$ cat config.mk
export PLATFORM = sky130hd
export DESIGN_NAME = sprite_bounce_drive
export DESIGN_NICKNAME = d
export VERILOG_FILES = /design/src/rtl/sprite_bounce_drive.sv
export SDC_FILE = /design/constraint.sdc
export NUM_CORES = 1
export LEC_CHECK = 0
export BUFFER_PORTS_ARGS = -buffer_cell sky130_fd_sc_hd__buf_2
export CAP_MARGIN = 20
export CORE_ASPECT_RATIO = 1.75
export CORE_MARGIN = 2
export CORE_UTILIZATION = 55
export DETAILED_ROUTE_END_ITERATION = 10
export PLACE_DENSITY = 0.77
export SYNTH_ARGS = -nofsm -noshare
export SYNTH_HDL_FRONTEND = slang
export SYNTH_SLANG_ARGS = --single-unit
$ cat constraint.sdc
create_clock -name vga_clk -period 5.05 [get_ports vga_clk]
set_clock_uncertainty 0.2 [all_clocks]
set_input_delay 1.01 -clock vga_clk [delete_from_list [all_inputs] [get_ports vga_clk]]
set_output_delay 1.01 -clock vga_clk [all_outputs]
set_load 0.02 [all_outputs]
$ cat src/rtl/sprite_bounce_drive.sv
// Sprite pixel source: places a ROM image on the visible screen, bounces it once per frame,
// applies an optional colour key and aligns the window flag with the ROM read latency.
module sprite_bounce_drive #(
  parameter int                 H_ACTIVE  = 640,
  parameter int                 V_ACTIVE  = 480,
  parameter int                 IMG_W     = 48,
  parameter int                 IMG_H     = 48,
  parameter int                 DATA_W    = 16,
  parameter int                 ADDR_W    = 14,
  parameter int                 ROM_LAT   = 1,
  parameter int                 STEP      = 1,
  parameter logic [DATA_W-1:0]  BG_COLOR  = '0,
  parameter bit                 KEY_EN    = 1'b0,
  parameter logic [DATA_W-1:0]  KEY_COLOR = DATA_W'(16'hF81F)
) (
  input  logic              vga_clk,
  input  logic              rst_n,
  input  logic [11:0]       addr_h,
  input  logic [11:0]       addr_v,
  input  logic              move_en,
  output logic [ADDR_W-1:0] rom_addr,
  input  logic [DATA_W-1:0] rom_data,
  output logic [DATA_W-1:0] rgb_data,
  output logic              frame_tick
);

  localparam logic [12:0] X_MAX  = 13'(H_ACTIVE - IMG_W);
  localparam logic [12:0] Y_MAX  = 13'(V_ACTIVE - IMG_H);
  localparam logic [12:0] X_INIT = 13'((H_ACTIVE - IMG_W) / 2);
  localparam logic [12:0] Y_INIT = 13'((V_ACTIVE - IMG_H) / 2);
  localparam logic [12:0] STEP_W = 13'(STEP);

  logic [12:0]       x_pos_reg, x_pos_next;
  logic [12:0]       y_pos_reg, y_pos_next;
  logic              dir_x_reg, dir_x_next;
  logic              dir_y_reg, dir_y_next;
  logic [12:0]       ah, av, x_last, y_last, dh, dv;
  logic              in_win;
  logic              tick;
  logic [ADDR_W-1:0] addr_calc;
  logic              win_aligned;

  // One axis of motion; returns {dir, pos} with dir 1 meaning increasing.
  function automatic logic [13:0] axis_next(input logic [12:0] pos, input logic dir,
                                            input logic [12:0] lim);
    logic [13:0] r;
    if (dir) begin
      if (pos + STEP_W >= lim) r = {1'b0, lim};
      else                     r = {1'b1, pos + STEP_W};
    end else begin
      if (pos <= STEP_W) r = {1'b1, 13'd0};
      else               r = {1'b0, pos - STEP_W};
    end
    return r;
  endfunction

  always_comb begin
    ah        = {1'b0, addr_h};
    av        = {1'b0, addr_v};
    x_last    = x_pos_reg + 13'(IMG_W - 1);
    y_last    = y_pos_reg + 13'(IMG_H - 1);
    in_win    = (ah >= x_pos_reg) && (ah <= x_last) && (av >= y_pos_reg) && (av <= y_last);
    dh        = ah - x_pos_reg;
    dv        = av - y_pos_reg;
    // Address derived from the beam position so any glitch is corrected on the next pixel.
    addr_calc = ADDR_W'(dv) * ADDR_W'(IMG_W) + ADDR_W'(dh);
    tick      = (addr_v == 12'(V_ACTIVE)) && (addr_h == 12'd0);
  end

  always_comb begin
    x_pos_next = x_pos_reg;
    y_pos_next = y_pos_reg;
    dir_x_next = dir_x_reg;
    dir_y_next = dir_y_reg;
    if (tick && move_en) begin
      {dir_x_next, x_pos_next} = axis_next(x_pos_reg, dir_x_reg, X_MAX);
      {dir_y_next, y_pos_next} = axis_next(y_pos_reg, dir_y_reg, Y_MAX);
    end
  end

  always_ff @(posedge vga_clk or negedge rst_n) begin
    if (!rst_n) begin
      x_pos_reg  <= X_INIT;
      y_pos_reg  <= Y_INIT;
      dir_x_reg  <= 1'b1;
      dir_y_reg  <= 1'b1;
      rom_addr   <= '0;
      frame_tick <= 1'b0;
    end else begin
      x_pos_reg  <= x_pos_next;
      y_pos_reg  <= y_pos_next;
      dir_x_reg  <= dir_x_next;
      dir_y_reg  <= dir_y_next;
      frame_tick <= tick;
      if (in_win) rom_addr <= addr_calc;
    end
  end

  // Window flag delay line: stage 0 lines up with rom_addr, stage ROM_LAT with rom_data.
  genvar gi;
  generate
    for (gi = 0; gi <= ROM_LAT; gi++) begin : win_stage
      logic stage_reg;
      if (gi == 0) begin : g_first
        always_ff @(posedge vga_clk or negedge rst_n) begin
          if (!rst_n) stage_reg <= 1'b0;
          else        stage_reg <= in_win;
        end
      end else begin : g_next
        always_ff @(posedge vga_clk or negedge rst_n) begin
          if (!rst_n) stage_reg <= 1'b0;
          else        stage_reg <= win_stage[gi-1].stage_reg;
        end
      end
    end
  endgenerate

  assign win_aligned = win_stage[ROM_LAT].stage_reg;

  always_ff @(posedge vga_clk or negedge rst_n) begin
    if (!rst_n) begin
      rgb_data <= BG_COLOR;
    end else if (!win_aligned || (KEY_EN && (rom_data == KEY_COLOR))) begin
      rgb_data <= BG_COLOR;
    end else begin
      rgb_data <= rom_data;
    end
  end

endmodule

==> results of run 1 <==
## stage by stage
step           power (uW)  setup TNS (ns)  cells   util  area (um2)
2_1_floorplan        1040               0    716      -        6180
3_3_place_gp         1230         -0.0366    907  0.604        6670
3_5_place_dp         1260          -0.295    907  0.604        6670
6_report             1860               0    923  0.632        6980
4_1_cts              1860               0    923  0.630        6960
5_1_grt              1950               0    923  0.632        6980
## layer usage
layer | vias to the layer above | share of wire | track usage
met5 | - | 0 | 0
met4 | 0 | 0.051 | 0.159
met3 | 62 | 0.042 | 0.0348
met2 | 216 | 0.53 | 0.537
met1 | 2786 | 0.38 | 0.304
li1 | 2772 | - | -
## layout make-up
class / instances / area, um2
Multi-Input combinational cell: 583 / 4360
Sequential cell: 61 / 1540
Tap cell: 132 / 165
Clock inverter: 7 / 58.8
Inverter: 45 / 169
Clock buffer: 9 / 225
Timing Repair Buffer: 86 / 463
Fill cell: 958 / 4060
## power breakdown
part           total [uW]  internal [uW]  leakage, uW  switching [uW]
combinational         697            327      0.00216             370
clock                 588            338     0.000138             250
sequential            571            544     0.000768            26.8
total                1860           1210      0.00306             646
## cells by family after synthesis
group	Yosys count	synth area share
buffers and inverters	72	0.0504
xor gates and xnor gates	57	0.0830
and+or+nand+nor	232	0.204
AOI/OAI and AO/OA	200	0.220
adders and majority gates	75	0.157
DFF	61	0.249
muxes	19	0.0377
## cells in the mapped netlist, types with 7 or more instances
| cell | count |
|---|---|
| ha_1 | 71 |
| dfrtp_1 | 52 |
| nor2_1 | 51 |
| nand2_1 | 49 |
| xnor2_1 | 46 |
| inv_1 | 43 |
| a21oi_1 | 42 |
| o21ai_0 | 42 |
| nand3_1 | 22 |
| nor3_1 | 18 |
| and2_1 | 17 |
| a21o_1 | 14 |
| buf_2 | 12 |
| nand4_1 | 12 |
| nor2b_1 | 11 |
| clkbuf_1 | 10 |
| xor2_1 | 10 |
| a31oi_1 | 9 |
| dfstp_2 | 9 |
| nor4_1 | 9 |
| o211ai_1 | 8 |
| a211oi_1 | 7 |
| mux2_4 | 7 |
| o31ai_1 | 7 |
## worst max-delay path by stage
stage / start / to / slack (ns) / cells after the start
detailed placement: addr_v[0] / rom_addr[13] / -0.22 / 18
global placement: addr_v[0] / rom_addr[13] / -0.04 / 17
CTS: addr_v[0] / rom_addr[13] / 0.07 / 17
global route: addr_v[0] / rom_addr[13] / 0.004 / 21
finish: addr_v[0] / rom_addr[13] / 0.18 / 17
floorplan: addr_v[0] / rom_addr[13] / 0.29 / 17
## timing repair
| item | in CTS | in global routing |
|---|---|---|
| hold buffers | 0 | 0 |
| gates resized for setup | 0 | 4 |
| setup endpoints to repair | 0 | 2 |
## worst max-delay path, stage by stage
cell     delay (ns)
buf_2          0.11
inv_1          0.08
ha_1           0.17
inv_1          0.06
fa_1           0.44
a21o_1         0.22
a21oi_2        0.19
xnor2_2        0.18
ha_1           0.32
o21ai_0        0.15
nor2b_1        0.35
xnor2_1        0.11
ha_1           0.23
o41ai_2        0.49
o21ai_1        0.16
xnor3_1        0.36
mux2_4         0.26
==> reports/results.tsv, run 1 <==
metric	value	unit
run status	finished clean	
worst setup path class	input port to register	
initial antenna violation count	0	
row count	51	
CTS Buf Count	9	
Antenna Cells	0	
worst-path fanout max	6	
Area Growth Syn to Fin	12.9	%
Post-synth EDFFs	0	
wire per inst	18.3	um
Syn Area/Cell	8.63	um2
CTS root buf	clkbuf_16	
IO Pins	74	
required time of the critical path	5.07	ns
dpl ws	-0.220	ns
CTS tree	built	
largest net degree at the start of global routing	46	
RSZ-0062 raised after global routing	no	
first-pass GRT wire length	27.9	mm
Die Area	0.0121	mm2
Tmin final	4.87	ns
Main synth FF type	dfrtp_1	
Final #Nets	904	
post-synthesis sequential element count	61	
crit end category	register	
Pwr per Cell Area	266	mW/mm2
Worst setup SP type	input port	
VDD IR max	0.270	mV
Largest Register	rgb_data	
WHS	0.165	ns
Final GP Congestion	0.950	
post-DR vias/cell	6.32	
Synth area leaders	dfrtp_1 (21%), ha_1 (14%), xnor2_1 (6.5%)	
most common cell after layout, fill and taps aside	buf_2	
Final Hold Viols	0	
1st-iter DRT viols	324	
H-tree Lvls	3	
worst endpoint data arrival time	4.89	ns
Cells after Synth	716	
die height	144	um
count of input and output buffers	73	
Max Clock Freq	0.206	GHz
Slew HR	0.479	
Worst R2R Start	y_pos_reg[3]	
r2r setup slk	0.37	ns
CTS Buffer Depth	2	
cell taking the most area after synthesis	dfrtp_1	
Final Cycle Share	0.964	
Largest register FFs	16	
hold wc startpoint	win_stage[0].stage_reg	
Crit Reg-Reg Endpoint	rom_addr[13]	
Worst-path clk slew	0.06	ns
Worst Tran Pin Value	0.776	ns
share of the synthesized area in the top cell type	0.211	
CTS Sinks	61	
Max Slew Vio Count	0	
Die Wd	84.1	um
total grt overflow	0	
Yosys cell types	81	
cell count of the worst hold path	0	
ANT nets after route	0	
GRT Overall Usage	0.286	
Initial DRT Pass Iterations	5	
sequential area share after synthesis	0.249	
total nets after synthesis	834	
Via Count	5836	
Final setup violation count	0	
Hold Path Class	register to register	
clk_lat worst skew	0.34	ns
Top Registers	rgb_data x16, rom_addr x14	
Post-Syn Area	0.00618	mm2
Post-Route WL	16.9	mm
share of layout cells above drive strength 1	0.187	
Lkg Pwr	0.00306	uW
synth warn	0	
commonest cells after routing, fill and taps aside	buf_2 (73), ha_1 (71), dfrtp_1 (52)	
async set-or-reset flop fraction in the synthesized netlist	1.00	
max-cap viol count	0	
Hold EP	win_aligned	
DRC	0	
Placeable Area	0.0110	mm2
vias in the first global route	5878	
worst r2r path cells	16	
post-DP HPWL	13.4	mm
postcts setup bufs	0	
final worst slack	0.184	ns
Initial Util	0.560	
Power figures use the tool's default switching activity.
==> run 2: changes to the inputs <==
- CORE_MARGIN: 2 -> unset
- CORE_UTILIZATION: 55 -> 54
- PLACE_DENSITY: 0.77 -> 0.79
- clock period: 5.05 -> 4 ns (I/O delays scaled with it)
==> run 2 against run 1 <==
Net effect: final cell count grew 10%; the run now ends with negative setup slack left; flip-flop and latch count is the same; critical path type unchanged; clock power grew 32%; largest power group unchanged.
==> reports/results.tsv, run 2 (synthesis results as in run 1) <==
metric	value	unit	change
CTS Sinks	61		unchanged
share of power burned in registers	0.276		-0.032
Final Cycle Share	1.06		
Via Count	6257		+7.2%
met3 wire length	832	um	+18%
run status	finished with violations		
WHS	0.156	ns	-0.00901 ns
NetSw	860	uW	+33%
Core Util, Final	0.717		+0.0854
final worst slack	-0.236	ns	-0.420 ns
Pwr per Cell Area	329	mW/mm2	+24%
failing checks	negative setup slack		
most common cell after layout, fill and taps aside	buf_4		
Die Wd	82.9	um	-1.5%
CTS root buf	clkbuf_16		
Power, Total	2620	uW	+41%
Metal-1 WL	6.56	mm	+3.4%
first-pass GRT wire length	29.2	mm	+4.4%
max layer used	met4		
Worst R2R Start	y_pos_reg[0]		
share of layout cells above drive strength 1	0.313		+0.126
Largest register FFs	16		unchanged
Slew HR	0.411		-0.0674
Filler cells	889		-7.2%
RSZ-0062 raised after global routing	yes		
Initial Util	0.557		-0.00322
dpl ws	-0.646	ns	-0.426 ns
crit end category	register		
post-DP HPWL	14.4	mm	+7.3%
CTS Buf Count	9		unchanged
Post-Route WL	18.5	mm	+9.3%
Largest Register	rgb_data		
clk_lat worst skew	0.34	ns	about the same
Initial DRT Pass Iterations	5		unchanged
IO Pins	74		unchanged
DRC	0		unchanged
Lkg Pwr	0.00361	uW	+18%
Worst Tran Pin Value	0.883	ns	+0.107 ns
Top Registers	rgb_data x16, rom_addr x14		
commonest cells after routing, fill and taps aside	buf_4 (105), buf_2 (72), ha_1 (65)		
Combinational Power Share	0.427		+0.052
Met2 Wirelength	10.1	mm	+12%
GRT Overall Usage	0.307		+0.0219
total grt overflow	0		unchanged
H-tree Lvls	3		unchanged
count of input and output buffers	73		unchanged
Antenna Cells	0		unchanged
initial antenna violation count	0		unchanged
wire per inst	18.2	um	-0.93%
Final setup violation count	7		+7
Worst-path clk slew	0.05	ns	about the same
worst endpoint data arrival time	4.26	ns	-0.63 ns
Tmin final	4.24	ns	
Max Slew Vio Count	0		unchanged
Worst setup SP type	input port		
Finished Cell Area	0.00797	mm2	+14%
Critical path origin	addr_v[0]		
row count	51		unchanged
Final #Nets	999		+11%
1st-iter DRT viols	297		-8.3%
ANT nets after route	0		unchanged
worst-path fanout max	4		-2
max-cap viol count	0		unchanged
vias in the first global route	6343		+7.9%
worst setup path class	input port to register		
Hold Path Class	register to register		
die height	144	um	-0.49%
Placement Cell Area	0.00741	mm2	+11%
Hold Buf Count CTS	0		unchanged
switching share of power	0.328		-0.0201
Placeable Area	0.0111	mm2	+0.58%
hold wc startpoint	win_stage[0].stage_reg		
Final Hold Viols	0		unchanged
Max Clock Freq	0.236	GHz	
VDD IR max	0.417	mV	+54%
Final GP Congestion	0.952		+0.25%
Clock power frac	0.297		-0.020
CTS Buffer Depth	2		unchanged
required time of the critical path	4.02	ns	-1.05 ns
largest net degree at the start of global routing	40		-13%
Die Area	0.0119	mm2	-2.0%
CTS tree	built		
post-DR vias/cell	6.15		-2.8%
Area Growth Syn to Fin	28.9	%	
P_int	1760	uW	+45%
run 2: through the flow:
| stage | TNS (ns) | cells |
|---|---|---|
| after detailed placement | -2.56 | 991 |
| after global routing | -2.24 | 1018 |
| after floorplan | -0.281 | 716 |
| final | -0.771 | 1018 |
| after CTS | -0.197 | 1011 |
| after global placement | -2.09 | 991 |
run 2: area by class of cell:
cell class / count / area (um2) / share of cell area
Timing Repair Buffer: 181 / 1210 / 0.152
Sequential cell: 61 / 1540 / 0.193
Clock buffer: 12 / 246 / 0.0309
Tap cell: 132 / 165 / 0.0207
Inverter: 45 / 181 / 0.0228
Multi-Input combinational cell: 583 / 4580 / 0.575
Clock inverter: 4 / 47.5 / 0.00597
run 2: critical path, stage by stage:
cell	delay, ns
buf_12	0.11
inv_12	0.05
ha_4	0.12
inv_2	0.03
fa_2	0.39
a21o_1	0.21
a21oi_2	0.19
xnor2_2	0.13
buf_4	0.16
buf_6	0.11
or3_4	0.38
o311ai_4	0.31
xor2_1	0.22
ha_1	0.30
a21o_1	0.22
a31oi_4	0.15
xnor2_1	0.11
mux2_4	0.26
run 2: final timing paths:
kind	end	slack [ns]	cells after the start
max	rom_addr[12]	-0.24	18
min	win_aligned	0.16	0
max reg2reg	rom_addr[9]	-0.07	17
min reg2reg	win_aligned	0.16	0
max in group asynchronous	dir_y_reg	2.32	2
min in group asynchronous	rom_addr[5]	0.38	1
run 2: layer usage:
layer | up-vias | GRT usage
met4 | 0 | 0.197
met2 | 258 | 0.592
met3 | 70 | 0.0304
met1 | 2966 | 0.313
li1 | 2963 | -
met5 | - | 0
run 2: timing repair:
item	CTS	global route
buffers inserted	4	7
endpoints found under the setup margin	5	12
pin swaps	11	11
resized for setup	25	18
run 2: power groups by stage:
| stage | Combinational [uW] | Sequential (uW) | Clock [uW] |
|---|---|---|---|
| after CTS | 1050 | 725 | 786 |
| after global routing | 1210 | 731 | 804 |
| after global placement | 963 | 730 | 0 |
| after floorplan | 518 | 818 | 0 |
| final | 1120 | 723 | 777 |
| after detailed placement | 993 | 734 | 0 |
